--- src/rtl/uart_pkg.sv ---
// Shared UART definitions: frame state encoding, frame geometry and the
// clock-divider helper used by both the transmitter and the receiver.
package uart_pkg;

  // Frame sequencer states, shared by both ends of the link
  typedef enum logic [1:0] {
    IDLE  = 2'd0,
    START = 2'd1,
    DATA  = 2'd2,
    STOP  = 2'd3
  } uart_state_t;

  // Payload bits per frame (8-N-1)
  localparam int DATA_BITS = 8;

  // Clocks per bit period; integer division truncates toward zero
  function automatic int clks_per_bit(input int clk_freq, input int baud);
    return clk_freq / baud;
  endfunction

endpackage

--- src/rtl/uart_baud_gen.sv ---
// Bit-period timer. Counts 0..CLKS_PER_BIT-1 while enabled and raises
// tick on the last clock of every bit period; held at zero when disabled
// so each enabled run starts on a fresh bit boundary.
module uart_baud_gen #(
  parameter int CLKS_PER_BIT = 434
) (
  input  logic clk,
  input  logic rst,
  input  logic en,
  output logic tick
);

  // A 2-clock period still needs one counter bit
  localparam int CNT_W = ($clog2(CLKS_PER_BIT) > 0) ? $clog2(CLKS_PER_BIT) : 1;
  localparam logic [CNT_W-1:0] CNT_LAST = CNT_W'(CLKS_PER_BIT - 1);
  localparam logic [CNT_W-1:0] CNT_ZERO = {CNT_W{1'b0}};
  localparam logic [CNT_W-1:0] CNT_ONE  = CNT_W'(1);

  logic [CNT_W-1:0] cnt_r;
  logic             tick_s;

  // Bit-end detect: only meaningful while the counter is running
  always_comb begin
    tick_s = en && (cnt_r == CNT_LAST);
  end

  // Divider counter: zero when idle, wraps to zero on each bit-end tick
  always_ff @(posedge clk) begin
    if (rst) begin
      cnt_r <= CNT_ZERO;
    end else if (!en) begin
      cnt_r <= CNT_ZERO;
    end else if (tick_s) begin
      cnt_r <= CNT_ZERO;
    end else begin
      cnt_r <= cnt_r + CNT_ONE;
    end
  end

  assign tick = tick_s;

endmodule

--- src/rtl/uart_tx_chk.sv ---
// Simulation-time sanity checks for the transmitter configuration.
module uart_tx_chk #(
  parameter int CLKS_PER_BIT = 434
) (
  input logic clk
);

  // A bit period shorter than two clocks cannot be timed by the divider
  always_ff @(posedge clk) begin
    assert (CLKS_PER_BIT >= 2)
      else $error("uart_tx: CLKS_PER_BIT=%0d is below the minimum of 2", CLKS_PER_BIT);
  end

endmodule

--- src/rtl/uart_tx.sv ---
// 8-N-1 UART transmitter. Accepts one byte per tx_start while idle,
// sends start bit, eight data bits LSB-first and a stop bit, then pulses
// tx_done for one clock. Every output comes straight from a flop so the
// serial line cannot glitch.
module uart_tx
  import uart_pkg::*;
#(
  parameter int CLK_FREQ     = 50_000_000,
  parameter int BAUD_RATE    = 115200,
  parameter int CLKS_PER_BIT = clks_per_bit(CLK_FREQ, BAUD_RATE)
) (
  input  logic                 clk,
  input  logic                 rst,
  input  logic                 tx_start,
  input  logic [DATA_BITS-1:0] tx_data,
  output logic                 tx_busy,
  output logic                 tx_done,
  output logic                 tx_pin_out
);

  localparam logic [2:0] LAST_BIT = 3'(DATA_BITS - 1);

  uart_state_t          state_r;
  uart_state_t          state_nxt_s;
  logic [DATA_BITS-1:0] shift_r;
  logic [DATA_BITS-1:0] shift_nxt_s;
  logic [2:0]           bit_cnt_r;
  logic [2:0]           bit_cnt_nxt_s;
  logic                 pin_r;
  logic                 pin_nxt_s;
  logic                 busy_r;
  logic                 busy_nxt_s;
  logic                 done_r;
  logic                 done_nxt_s;
  logic                 tick_s;

  // The divider runs for the whole frame; busy is already high in the
  // first start-bit cycle, so the count begins at zero right on time
  uart_baud_gen #(
    .CLKS_PER_BIT(CLKS_PER_BIT)
  ) u_baud_gen (
    .clk (clk),
    .rst (rst),
    .en  (busy_r),
    .tick(tick_s)
  );

  uart_tx_chk #(
    .CLKS_PER_BIT(CLKS_PER_BIT)
  ) u_chk (
    .clk(clk)
  );

  // Next-state logic: advance one frame section per bit-end tick
  always_comb begin
    state_nxt_s   = state_r;
    shift_nxt_s   = shift_r;
    bit_cnt_nxt_s = bit_cnt_r;
    case (state_r)
      IDLE: begin
        if (tx_start) begin
          state_nxt_s   = START;
          shift_nxt_s   = tx_data;
          bit_cnt_nxt_s = 3'd0;
        end else begin
          state_nxt_s = IDLE;
        end
      end
      START: begin
        if (tick_s) begin
          state_nxt_s = DATA;
        end else begin
          state_nxt_s = START;
        end
      end
      DATA: begin
        if (tick_s) begin
          shift_nxt_s   = {1'b0, shift_r[DATA_BITS-1:1]};
          // Wraps 7 -> 0 on the way into STOP
          bit_cnt_nxt_s = bit_cnt_r + 3'd1;
          if (bit_cnt_r == LAST_BIT) begin
            state_nxt_s = STOP;
          end else begin
            state_nxt_s = DATA;
          end
        end else begin
          state_nxt_s = DATA;
        end
      end
      STOP: begin
        if (tick_s) begin
          state_nxt_s = IDLE;
        end else begin
          state_nxt_s = STOP;
        end
      end
      default: begin
        state_nxt_s = IDLE;
      end
    endcase
  end

  // Output decode from the upcoming state so the flops line up with it
  always_comb begin
    pin_nxt_s  = 1'b1;
    busy_nxt_s = 1'b0;
    done_nxt_s = 1'b0;
    case (state_nxt_s)
      IDLE: begin
        pin_nxt_s  = 1'b1;
        busy_nxt_s = 1'b0;
      end
      START: begin
        pin_nxt_s  = 1'b0;
        busy_nxt_s = 1'b1;
      end
      DATA: begin
        pin_nxt_s  = shift_nxt_s[0];
        busy_nxt_s = 1'b1;
      end
      STOP: begin
        pin_nxt_s  = 1'b1;
        busy_nxt_s = 1'b1;
      end
      default: begin
        pin_nxt_s  = 1'b1;
        busy_nxt_s = 1'b0;
      end
    endcase
    // Completion only when the stop bit runs to its end
    if ((state_r == STOP) && tick_s) begin
      done_nxt_s = 1'b1;
    end else begin
      done_nxt_s = 1'b0;
    end
  end

  // Frame registers; reset abandons any frame in flight immediately
  always_ff @(posedge clk) begin
    if (rst) begin
      state_r   <= IDLE;
      shift_r   <= {DATA_BITS{1'b0}};
      bit_cnt_r <= 3'd0;
      pin_r     <= 1'b1;
      busy_r    <= 1'b0;
      done_r    <= 1'b0;
    end else begin
      state_r   <= state_nxt_s;
      shift_r   <= shift_nxt_s;
      bit_cnt_r <= bit_cnt_nxt_s;
      pin_r     <= pin_nxt_s;
      busy_r    <= busy_nxt_s;
      done_r    <= done_nxt_s;
    end
  end

  assign tx_pin_out = pin_r;
  assign tx_busy    = busy_r;
  assign tx_done    = done_r;

endmodule

--- config.mk ---
export PLATFORM = sky130hd
export DESIGN_NAME = uart_tx
export DESIGN_NICKNAME = d
export VERILOG_FILES = /design/src/rtl/uart_pkg.sv /design/src/rtl/uart_baud_gen.sv /design/src/rtl/uart_tx_chk.sv /design/src/rtl/uart_tx.sv
export SDC_FILE = /design/constraint.sdc
export NUM_CORES = 1
export LEC_CHECK = 0
export BUFFER_PORTS_ARGS = -buffer_cell sky130_fd_sc_hd__buf_2
export CAP_MARGIN = 15
export CORE_ASPECT_RATIO = 0.75
export CORE_MARGIN = 5
export CORE_UTILIZATION = 34
export CTS_BUF_LIST = sky130_fd_sc_hd__clkbuf_2 sky130_fd_sc_hd__clkbuf_4 sky130_fd_sc_hd__clkbuf_8
export DETAILED_ROUTE_END_ITERATION = 10
export PLACE_DENSITY = 0.59
export SLEW_MARGIN = 15
export SYNTH_ARGS = -nofsm -noshare
export SYNTH_HDL_FRONTEND = slang
export SYNTH_SLANG_ARGS = --single-unit
--- constraint.sdc ---
create_clock -name clk -period 4.3 [get_ports clk]
set_input_delay 0.215 -clock clk [delete_from_list [all_inputs] [get_ports clk]]
set_output_delay 0.215 -clock clk [all_outputs]
set_load 0.005 [all_outputs]
# Word-level counts from Yosys, hierarchy flattened

Cells that the tools add are included.

Bits in registers: 25
Input port bits: 11
Output and inout bits: 3
Word-level logic and storage cells: 45

$add $sub $neg: 2
Equal/unequal tests: 10
Muxes and demuxes: 15
Bitwise logic cells: 1
Reduce and logical (&&, ||, !) cells: 9

Operators by type and width:

| cell                                                                   | number |
|---|---|
| 8-bit 2-to-1 mux                                                       | 2 |
| 8-bit one-hot mux with 2 select lines                                  | 1 |
| 9-bit by 1-bit adder with 9-bit output (second input constant)         | 1 |
| 9-bit equality test (second input constant)                            | 1 |
| 2-bit equality test (second input constant)                            | 4 |
| 2-bit one-hot mux with 4 select lines                                  | 1 |
| 2-bit 2-to-1 mux                                                       | 3 |
| 3-bit 2-to-1 mux                                                       | 2 |
| 3-bit one-hot mux with 2 select lines                                  | 1 |
| 3-bit OR reduction                                                     | 2 |
| 2-bit by 1-bit equality test with 1-bit output (second input constant) | 2 |
| 2-bit logical NOT                                                      | 2 |
| 2-bit != test (second input constant)                                  | 2 |
| 3-bit by 1-bit adder with 3-bit output (second input constant)         | 1 |
| 3-bit equality test (second input constant)                            | 1 |
| 1-bit 2-to-1 mux                                                       | 3 |
| 1-bit one-hot mux with 3 select lines                                  | 1 |
| 3-bit AND reduction                                                    | 1 |
| 1-bit logical AND                                                      | 2 |
| 1-bit one-hot mux with 2 select lines                                  | 1 |
| 2-bit nonzero test                                                     | 1 |
| 2-bit OR reduction                                                     | 1 |
| 1-bit inverter                                                         | 1 |

# Logic depth before layout (Yosys ltp)

Gate-level depths: netlist of run 1.

Word-level depth: 7
Gate-level depth with buffers: 10
Mapped depth without buffers: 10

# By module

Synthesis of run 1 repeated with hierarchy kept, for this count alone.

Cell total of the unflattened synthesis: 131
Area, all modules: 1239.9 um2

By module, submodules not included:

| module        | times used | cells an instance | area each (um2) | sequential area each (um2) |
|---|---|---|---|---|
| uart_tx       | 1          | 82                | 790.8           | 320.3 |
| uart_baud_gen | 1          | 49                | 449.2           | 180.2 |

# Worst setup path after synthesis of run 1

No wires, ideal clock.

Path kind: register -> register
From: register u_baud_gen.cnt_r[3]
To: register pin_r (netlist: tx_pin_out)
Setup time: 0.122 ns
Arrival: 1.942 ns
Data required time: 4.178 ns
Slack: 2.236 ns
Cell stages (with the launch flop): 8
Buffers on the path: 0
Clock period less this slack: 2.064 ns
Path through: dfxtp_1 > or3_4 > nor3_1 > nand2_1 > xor2_1 > ha_1 > nor2_1 > a311o_1

Cells in the longest elaborated chain, start to end: 7
Elaborated cells between the ends (all ways): 14
Those cells by class: 4 x eq/ne; 7 x mux; 3 x reduce/logical

RTL lines:

| item                                                            | line                                        | RTL |
|---|---|---|
| from (decl)                                                     | uart_baud_gen.sv:19                         | `logic [CNT_W-1:0] cnt_r;` |
| from (signal assigned)                                          | uart_baud_gen.sv:36                         | `cnt_r <= cnt_r + CNT_ONE;` |
| 9-bit equality test *                                           | uart_baud_gen.sv:24                         | `tick_s = en && (cnt_r == CNT_LAST);` |
| 1-bit logical AND *                                             | uart_baud_gen.sv:24                         |  |
| 2-bit 2-to-1 mux, on equally long branches                      | uart_tx.sv:91, uart_tx.sv:70, uart_tx.sv:77 |  |
| 2-bit one-hot mux with 4 select lines                           | uart_tx.sv:59                               | `case (state_r)` |
| 2-bit equality test / 2-bit logical NOT (equally long branches) | uart_tx.sv:108                              | `case (state_nxt_s)` |
| 2-bit OR reduction (no source line)                             | n/a                                         |  |
| 1-bit one-hot mux with 3 select lines *                         | uart_tx.sv:108                              |  |
| to (signal assigned)                                            | uart_tx.sv:151                              | `pin_r <= pin_nxt_s;` |
| to (decl)                                                       | uart_tx.sv:29                               | `logic pin_r;` |

Mark *: on every way between the ends. The rest lies on a longest branch, timed or not. The select of a mux whose other input is x is not followed.
A chain may end at the register's enable or synchronous reset.

# Worst setup path after layout of run 1

From: register u_baud_gen.cnt_r[2]
To: register pin_r (netlist: tx_pin_out)

The elaborated chain is that of the path after synthesis.

==> results.cfg, run 1 <==
[outcome]
status = completed

[critical_path]
worstSetupStartpoint = u_baud_gen.cnt_r[2]
crit_path_end = tx_pin_out
r2r_setup_slack_ps = 2040
cp-end-kind = flip-flop
crit_arrival_ps = 2420
ff2ff_path_depth = 7
r2r_end = tx_pin_out
critPathMaxFanout = 6
start_kind = flip-flop
crit_type = reg -> reg
crit-reg2reg-launch = u_baud_gen.cnt_r[2]
required_ps = 4460

[timing]
rsz0062_at_grt = false
fin_worst_skew_ps = 1.67
slew_headroom = 0.510
worst_slew_pin_slew_ps = 732
setup_viol = 0
max_freq_mhz = 442
finalSetupTns_ps = 0
final-max-slew-violation-count = 0
fin_crit_ps = 2260
hold_viol_final = 0
period_share = 0.526
worst_slack_ps = 2040

[final_layout]
final_cell_mix = dfxtp_1, nand2_1, nor2_1, buf_2, a21oi_1
layout-drive-gt1-share = 0.168
insertedDiodeCount = 0
utilization = 0.392
area_growth_pct = 11.9
fin_nets = 156
final_common_cell = dfxtp_1

[yosys]
synth_seq_cells = 25
synthTopCellsByArea = dfxtp_1, ha_1, a21oi_1
synth_area_sq_um = 1140
yosys.area.top_type_share = 0.438
yosysTopAreaCell = dfxtp_1
yosysWarnings = 0
synth_nets = 142
synth_edf_count = 0
synthDistinctLibCells = 31
synth-main-ff-cell = dfxtp_1
seq_area_frac_synth = 0.438
async_flop_share = 0
avgSynthCellArea_sq_um = 9.21
synthCells = 124

[drt]
drc = 0
drtAntennaViolNets = 0
wl_per_cell_um = 12.3
dr.pass1.iters = 5
vias = 882
drt_iter0_markers = 80
via_per_inst = 4.98
wirelength_um = 2180

[place]
port_buffers = 13
place.gp.congestion = 0.752
pre_cts_slack_ps = 2050
dp_hpwl_um = 1560

[global_route]
grt_pass1_vias = 826
antenna_found_initial = 0
grt_pass1_wl_um = 3590
grt_max_degree = 18
track_usage = 0.0986
grt.overflow.total = 0

[clocking]
cts.repair.resized = 0
cts_tree = done
htreeDepth = 1
post-cts-setup-buffer-count = 0
clock_latency_ps = 270
cts.sinks = 25
cts_made_buffers = 3
hold_buffers = 0
clock_path_buffers = 2
clkTransAtPathRegs_ps = 80
clockRootBuffer = clkbuf_8

[floorplan]
dieArea_sq_um = 4630
initial_utilization = 0.350
die_y_um = 60.2
rows = 18
die-width_um = 76.9
ioPinCount = 14
core-area_sq_um = 3270

[hold_path]
whs_path_depth = 3
min_path_type = in -> reg

[power]
ir_drop_mv = 0.135
power_density_nw_per_um2 = 321
p_leak_nw = 0.496
total_power_mw = 0.410

[flow_run]
maxCapViolations = 0
-- per-stage QoR --
step           std cells  area (sq um)  hold slack, ps
6_report             177          1280             202
5_1_grt              177          1280             235
4_1_cts              177          1280             201
3_5_place_dp         173          1230             448
3_3_place_gp         173          1230             441
2_1_floorplan        124          1140             376
-- where the power goes --
| group | internal, mW | total, mW | switching (mW) |
|---|---|---|---|
| combinational | 0.0147 | 0.0322 | 0.0175 |
| clock | 0.0647 | 0.134 | 0.0696 |
| sequential | 0.239 | 0.244 | 0.00520 |
-- metal layers --
metal  GRT usage  wire length [um]  vias to the layer above
met5           0                 0                        -
met4      0.0499                 0                        0
met3      0.0331                68                        0
met2       0.156               992                       12
met1       0.121              1110                      410
li1            -                 -                      460
-- final cells by class --
cell class,count,area (sq um)
clock inverters,1,5.00
multi-input cells,91,602
fillers,328,1990
flip-flops and latches,25,500
repair buffers,13,65.1
well taps,40,50.0
inverters,4,15.0
clock buffers,3,41.3
-- state kept, by name, summed over array words and instances (netlist names) --
name and count:
tx_busy 1, u_baud_gen.cnt_r 9, tx_pin_out 1, state_r 2, shift_r 8, tx_done 1, bit_cnt_r 3
-- cells in the mapped netlist, types with 2 or more instances --
master / count
dfxtp_1: 25
nand2_1: 14
nor2_1: 14
a21oi_1: 12
a22oi_1: 7
ha_1: 7
nand3_1: 5
inv_1: 4
xor2_1: 4
nor2b_1: 3
o211ai_1: 3
a311o_1: 2
buf_2: 2
buf_4: 2
o21ai_0: 2
or3_1: 2
xnor2_1: 2
-- critical path, cell delays in order, from the launching register on --
cell and delay (ps):
dfxtp_1 370, or3_4 420, nor3_1 360, nand2_1 140, xor2_1 300, ha_1 230, nor2_1 40, a311o_1 300
-- cell families (layout without fill, tap and decap cells) --
family                   after synthesis  after routing  synth area share
AO/OA/AOI/OAI                         27             27             0.152
XOR/XNOR                               6              6            0.0460
adder cells (fa/ha/maj)                7              7            0.0767
buffers and inverters                  8             21            0.0350
flip-flops                            25             25             0.438
multiplexers                           1              1           0.00876
AND/OR/NAND/NOR                       50             50             0.243
-- worst min path at each step --
stage,startpoint,to,slack [ps]
after detailed placement,shift_r[5],shift_r[5],450
after floorplan,tx_data[7],shift_r[7],380
after global routing,tx_data[7],shift_r[7],230
after CTS,tx_data[7],shift_r[7],200
final,tx_data[7],shift_r[7],200
after global placement,shift_r[5],shift_r[5],440
Power figures use the tool's default switching activity.
==> run 2, diff against run 1 <==
Settings changed: PLACE_DENSITY 0.59 to 0.61.
Clock period 4.3 ns to 2.06 ns, I/O delays scaled along.
==> run 2 against run 1 <==
Net effect: clock power up 120%; die area unchanged; flip-flop and latch count unchanged; first-iteration DRC count is 20% lower; core utilization grew 2.5 points; non-clock buffer count grew 8; design area up 6.5%; total power is 110% higher; worst setup slack got worse by 1900 ps.
==> results.cfg, run 2 (synthesis results as in run 1) <==
[critical_path]
r2r_setup_slack_ps = 110
worst_path_max_delay_cell = or3_4
crit_arrival_ps = 2110
cp-end-kind = flip-flop
r2r_end = tx_pin_out
crit_family = simple AND/OR/NAND/NOR gates
crit-reg2reg-launch = u_baud_gen.cnt_r[3]
start_kind = flip-flop
critPathMaxFanout = 4
ff2ff_path_depth = 7
path_cells = or3_4 > nor3_4 > nand2_1 > xor2_2 > ha_1 > nor2_1 > a311o_1
crit_path_max_incr_delay_ps = 400
crit_type = reg -> reg
required_ps = 2230
critPathBufInv = 0

[final_layout]
top_regs = u_baud_gen.cnt_r (9), shift_r (8), bit_cnt_r (3)
fillerInstances = 315
fin_area_sq_um = 1360
largest_register_ffs = 9
layout-drive-gt1-share = 0.234
insertedDiodeCount = 0
fin_nets = 164
regArea_sq_um = 502
final_common_cell = dfxtp_1
regMostFlops = u_baud_gen.cnt_r
multi_input_area_sq_um = 621
area_growth_pct = 19.2
final_cell_mix = dfxtp_1, nand2_1, nor2_1, buf_2, a21oi_1

[drt]
drc = 0
dr.pass1.iters = 4
drt_iter0_markers = 64
vias = 938
wl_per_cell_um = 12.0
via_per_inst = 5.07
wirelength_um = 2230
drtAntennaViolNets = 0

[floorplan]
ioPinCount = 14
initial_utilization = 0.350
core-area_sq_um = 3270
dieArea_sq_um = 4630
die_y_um = 60.2
die-width_um = 76.9
rows = 18

[timing]
fin_worst_skew_ps = 2.39
finalSetupTns_ps = 0
fin_crit_ps = 1950
period_share = 0.944
worst_slew_pin_slew_ps = 341
setup_viol = 0
max_freq_mhz = 514
hold_viol_final = 0
rsz0062_at_grt = false
slew_headroom = 0.772
final-max-slew-violation-count = 0

[global_route]
antenna_found_initial = 0
grt_pass1_wl_um = 3770
grt_pass1_vias = 866
track_usage = 0.101
grt.overflow.total = 0
grt_max_degree = 18

[hold_path]
whs_path_depth = 3
min_path_type = in -> reg
holdPathEnd = shift_r[7]
hp-start = tx_data[7]

[power]
power.switching_mw = 0.206
clockPowerShare = 0.340
p_sw_frac = 0.236
p_leak_nw = 0.539
pwr-share-comb = 0.078
sequentialPowerShare = 0.582
internal_power_mw = 0.668
ir_drop_mv = 0.312
power_density_nw_per_um2 = 642

[clocking]
clock_latency_ps = 270
cts.sinks = 25
clkTransAtPathRegs_ps = 90
htreeDepth = 1
cts_made_buffers = 3
clock_path_buffers = 2
cts_tree = done
clockRootBuffer = clkbuf_8

[place]
detailed_place.area_sq_um = 1300
place.gp.congestion = 0.772
port_buffers = 13
dp_hpwl_um = 1610

[flow_run]
maxCapViolations = 0

[outcome]
status = completed
[run 2: changes by cell type in the layout (fill, tap and decap cells not counted), sizes merged]
cell and delta:
clkinvlp +1, buf +8, clkinv -1
[run 2: per-stage QoR]
stage,util,hold slack (ps),instances,total power [mW],setup slack [ps]
6_report,0.417,88.6,185,0.874,115
5_1_grt,0.417,123,185,0.921,18.1
4_1_cts,0.415,81.2,185,0.893,4.29
3_5_place_dp,0.397,366,181,0.588,2.85
3_3_place_gp,0.397,358,181,0.586,70.5
2_1_floorplan,-,264,124,0.564,73.0
[run 2: worst max-delay path by stage]
stage,start,to,slack [ps],cells after the start
6_report,u_baud_gen.cnt_r[3],tx_pin_out,110,7
5_1_grt,u_baud_gen.cnt_r[1],tx_pin_out,20,9
4_1_cts,u_baud_gen.cnt_r[3],tx_pin_out,4,7
3_5_place_dp,u_baud_gen.cnt_r[3],tx_pin_out,3,7
3_3_place_gp,u_baud_gen.cnt_r[3],tx_pin_out,70,7
2_1_floorplan,u_baud_gen.cnt_r[3],tx_pin_out,70,7
[run 2: what timing repair did]
action | CTS | global route
gates resized for setup | 1 | 2
endpoints found under the setup margin | 1 | 1
hold buffers | 0 | 0
pin swaps | 0 | 1
buffers inserted | 0 | 0
[run 2: cell type report]
| cell class | count | share of cell area |
|---|---|---|
| clock buffers | 3 | 0.0303 |
| clock inverters | 1 | 0.00551 |
| inverters | 4 | 0.0110 |
| multi-input cells | 91 | 0.456 |
| flip-flops and latches | 25 | 0.369 |
| well taps | 40 | 0.0368 |
| repair buffers | 21 | 0.0919 |
[run 2: power by group through the flow]
stage               clock network (mW)  logic (mW)  registers, mW
floorplan                            0      0.0462          0.518
global placement                     0      0.0667          0.520
detailed placement                   0      0.0684          0.520
CTS                              0.315      0.0689          0.509
global route                     0.332      0.0787          0.511
finish                           0.297      0.0684          0.509
[run 2: layer usage]
metal,global-route usage,up-vias,wire length (um),part of all wire
li1,-,472,-,-
met4,0.0474,0,29,0.013
met3,0.0316,2,85,0.038
met2,0.149,19,949,0.43
met5,0,-,0,0
met1,0.135,445,1160,0.52
[run 2: tightest hold or removal path, delay by kind of cell]
family / cells / cell delay (ps)
AND/OR/NAND/NOR: 1 / 80
buffers and inverters: 1 / 80
AO/OA/AOI/OAI: 1 / 70
==> run 3, diff against run 2 <==
Settings changed: CELL_PAD_IN_SITES_DETAIL_PLACEMENT from default to 1, CELL_PAD_IN_SITES_GLOBAL_PLACEMENT from default to 2, CORE_UTILIZATION 34 to 33, GPL_TIMING_DRIVEN from default to 0, PLACE_DENSITY 0.61 to 0.85.
==> run 3 against run 2 <==
Net effect: the run now ends with setup timing left; design area rose by 4.0%; sequential share of layout area fell by 1.2 points; first-iteration DRC count fell by 53%; critical path depth rose by 1; routed wire length rose by 21%; die area rose by 2.6%; combinational power rose by 12%; worst setup slack got worse by 130 ps; fmax fell by 6.4%; non-clock buffer count rose by 3; flip-flop and latch count did not move; largest cell class unchanged; highest routed layer unchanged.
==> results.cfg, run 3 (synthesis results as in run 1) <==
[timing]
hold_viol_final = 0
worst_slack_ps = -19.6
final-max-slew-violation-count = 0
slew_headroom = 0.514
finalSetupTns_ps = -19.6
whs_ps = 107
max_freq_mhz = 481
period_share = 1.01
fin_crit_ps = 2080
worst_slew_pin_slew_ps = 726
rsz0062_at_grt = true
fin_worst_skew_ps = 1.79
setup_viol = 1

[place]
placed_cells = 176
port_buffers = 12
place.gp.congestion = 0.795

[critical_path]
cp-end-kind = flip-flop
r2r_end = tx_pin_out
crit_type = reg -> reg
r2r_setup_slack_ps = -20
crit_arrival_ps = 2240
crit_path_max_incr_delay_ps = 410
path_cells = or3_4 > nor3_4 > a311o_1 > nand2_2 > inv_1 > ha_1 > inv_1 > a311o_1
crit_family = simple AND/OR/NAND/NOR gates
critPathMaxFanout = 4
crit-reg2reg-launch = u_baud_gen.cnt_r[2]
worst_path_max_delay_cell = or3_4
ff2ff_path_depth = 8
required_ps = 2220
critPathBufInv = 2
start_kind = flip-flop

[global_route]
track_usage = 0.115
grt_pass1_vias = 964
antenna_found_initial = 0
grt_pass1_wl_um = 4310
grt_max_degree = 14
grt.overflow.total = 0

[final_layout]
layout-drive-gt1-share = 0.277
largest_register_ffs = 9
final_cell_count_no_fill = 188
final_common_cell = dfxtp_1
area_growth_pct = 23.9
top_regs = u_baud_gen.cnt_r (9), shift_r (8), bit_cnt_r (3)
fin_nets = 167
insertedDiodeCount = 0
regMostFlops = u_baud_gen.cnt_r
final_cell_mix = dfxtp_1, buf_2, nor2_1, a21oi_1, nand2_1
utilization = 0.427

[drt]
wirelength_um = 2700
via_per_inst = 5.19
drc = 0
wl_per_cell_um = 14.4
drtAntennaViolNets = 0
vias = 976
dr.pass1.iters = 4
drt_iter0_markers = 30

[clocking]
clockRootBuffer = clkbuf_8
clock_latency_ps = 270
clkTransAtPathRegs_ps = 90
cts_tree = done
clock_path_buffers = 2
hold_buffers = 0
cts.sinks = 25
cts_made_buffers = 3
htreeDepth = 1

[power]
total_power_mw = 0.892
p_leak_nw = 0.557
power_density_nw_per_um2 = 631
ir_drop_mv = 0.368

[floorplan]
ioPinCount = 14
dieArea_sq_um = 4750
initial_utilization = 0.345
rows = 18
die-width_um = 77.9
core-area_sq_um = 3310
die_y_um = 61.0

[hold_path]
hp-start = tx_data[7]
whs_path_depth = 3
holdPathEnd = shift_r[7]
min_path_type = in -> reg

[flow_run]
maxCapViolations = 0

[outcome]
status = finished, violations left
violations = setup timing
## run 3: cell type report
| type | instances | area [sq um] |
|---|---|---|
| repair buffers | 20 | 120 |
| clock buffers | 4 | 48.8 |
| plain buffers | 4 | 25.0 |
| multi-input cells | 91 | 652 |
| well taps | 40 | 50.0 |
| fillers | 387 | 1900 |
| inverters | 4 | 15.0 |
| flip-flops and latches | 25 | 504 |
## run 3: routing by layer
| metal | part of all wire | global-route usage | vias up |
|---|---|---|---|
| li1 | - | - | 487 |
| met1 | 0.48 | 0.141 | 468 |
| met2 | 0.47 | 0.193 | 19 |
| met3 | 0.041 | 0.0371 | 2 |
| met4 | 0.0059 | 0.0410 | 0 |
| met5 | 0 | 0 | - |
## run 3: timing repair
action                     in CTS  in global routing
resized for setup               5                  4
setup endpoints to repair       1                  2
buffers inserted                1                  7
pin swaps                       2                  7
hold endpoints to repair        0                  0
## run 3: worst max path at each step
stage | depth (start not counted) | end | startpoint | slack, ps
floorplan | 7 | tx_pin_out | u_baud_gen.cnt_r[3] | 70
global placement | 7 | tx_pin_out | u_baud_gen.cnt_r[2] | -130
detailed placement | 7 | tx_pin_out | u_baud_gen.cnt_r[2] | -170
CTS | 7 | tx_pin_out | u_baud_gen.cnt_r[6] | 0.7
global route | 8 | tx_pin_out | u_baud_gen.cnt_r[2] | -110
finish | 8 | tx_pin_out | u_baud_gen.cnt_r[2] | -20
## run 3: power by group
part           leakage, nW  internal, mW  switching [mW]
clock               0.0262         0.152           0.156
sequential           0.205         0.497          0.0111
combinational        0.327        0.0359          0.0409
## run 3: through the flow
stage                     cell area (sq um)  setup WS, ps
after global routing                   1420          -113
after CTS                              1330         0.691
after global placement                 1260          -129
final                                  1420         -19.6
after floorplan                        1150          73.0
after detailed placement               1260          -167
## run 3: tightest hold or removal path, stage by stage
cell and delay (ps):
buf_2 80, a22oi_1 80, nor2_1 80
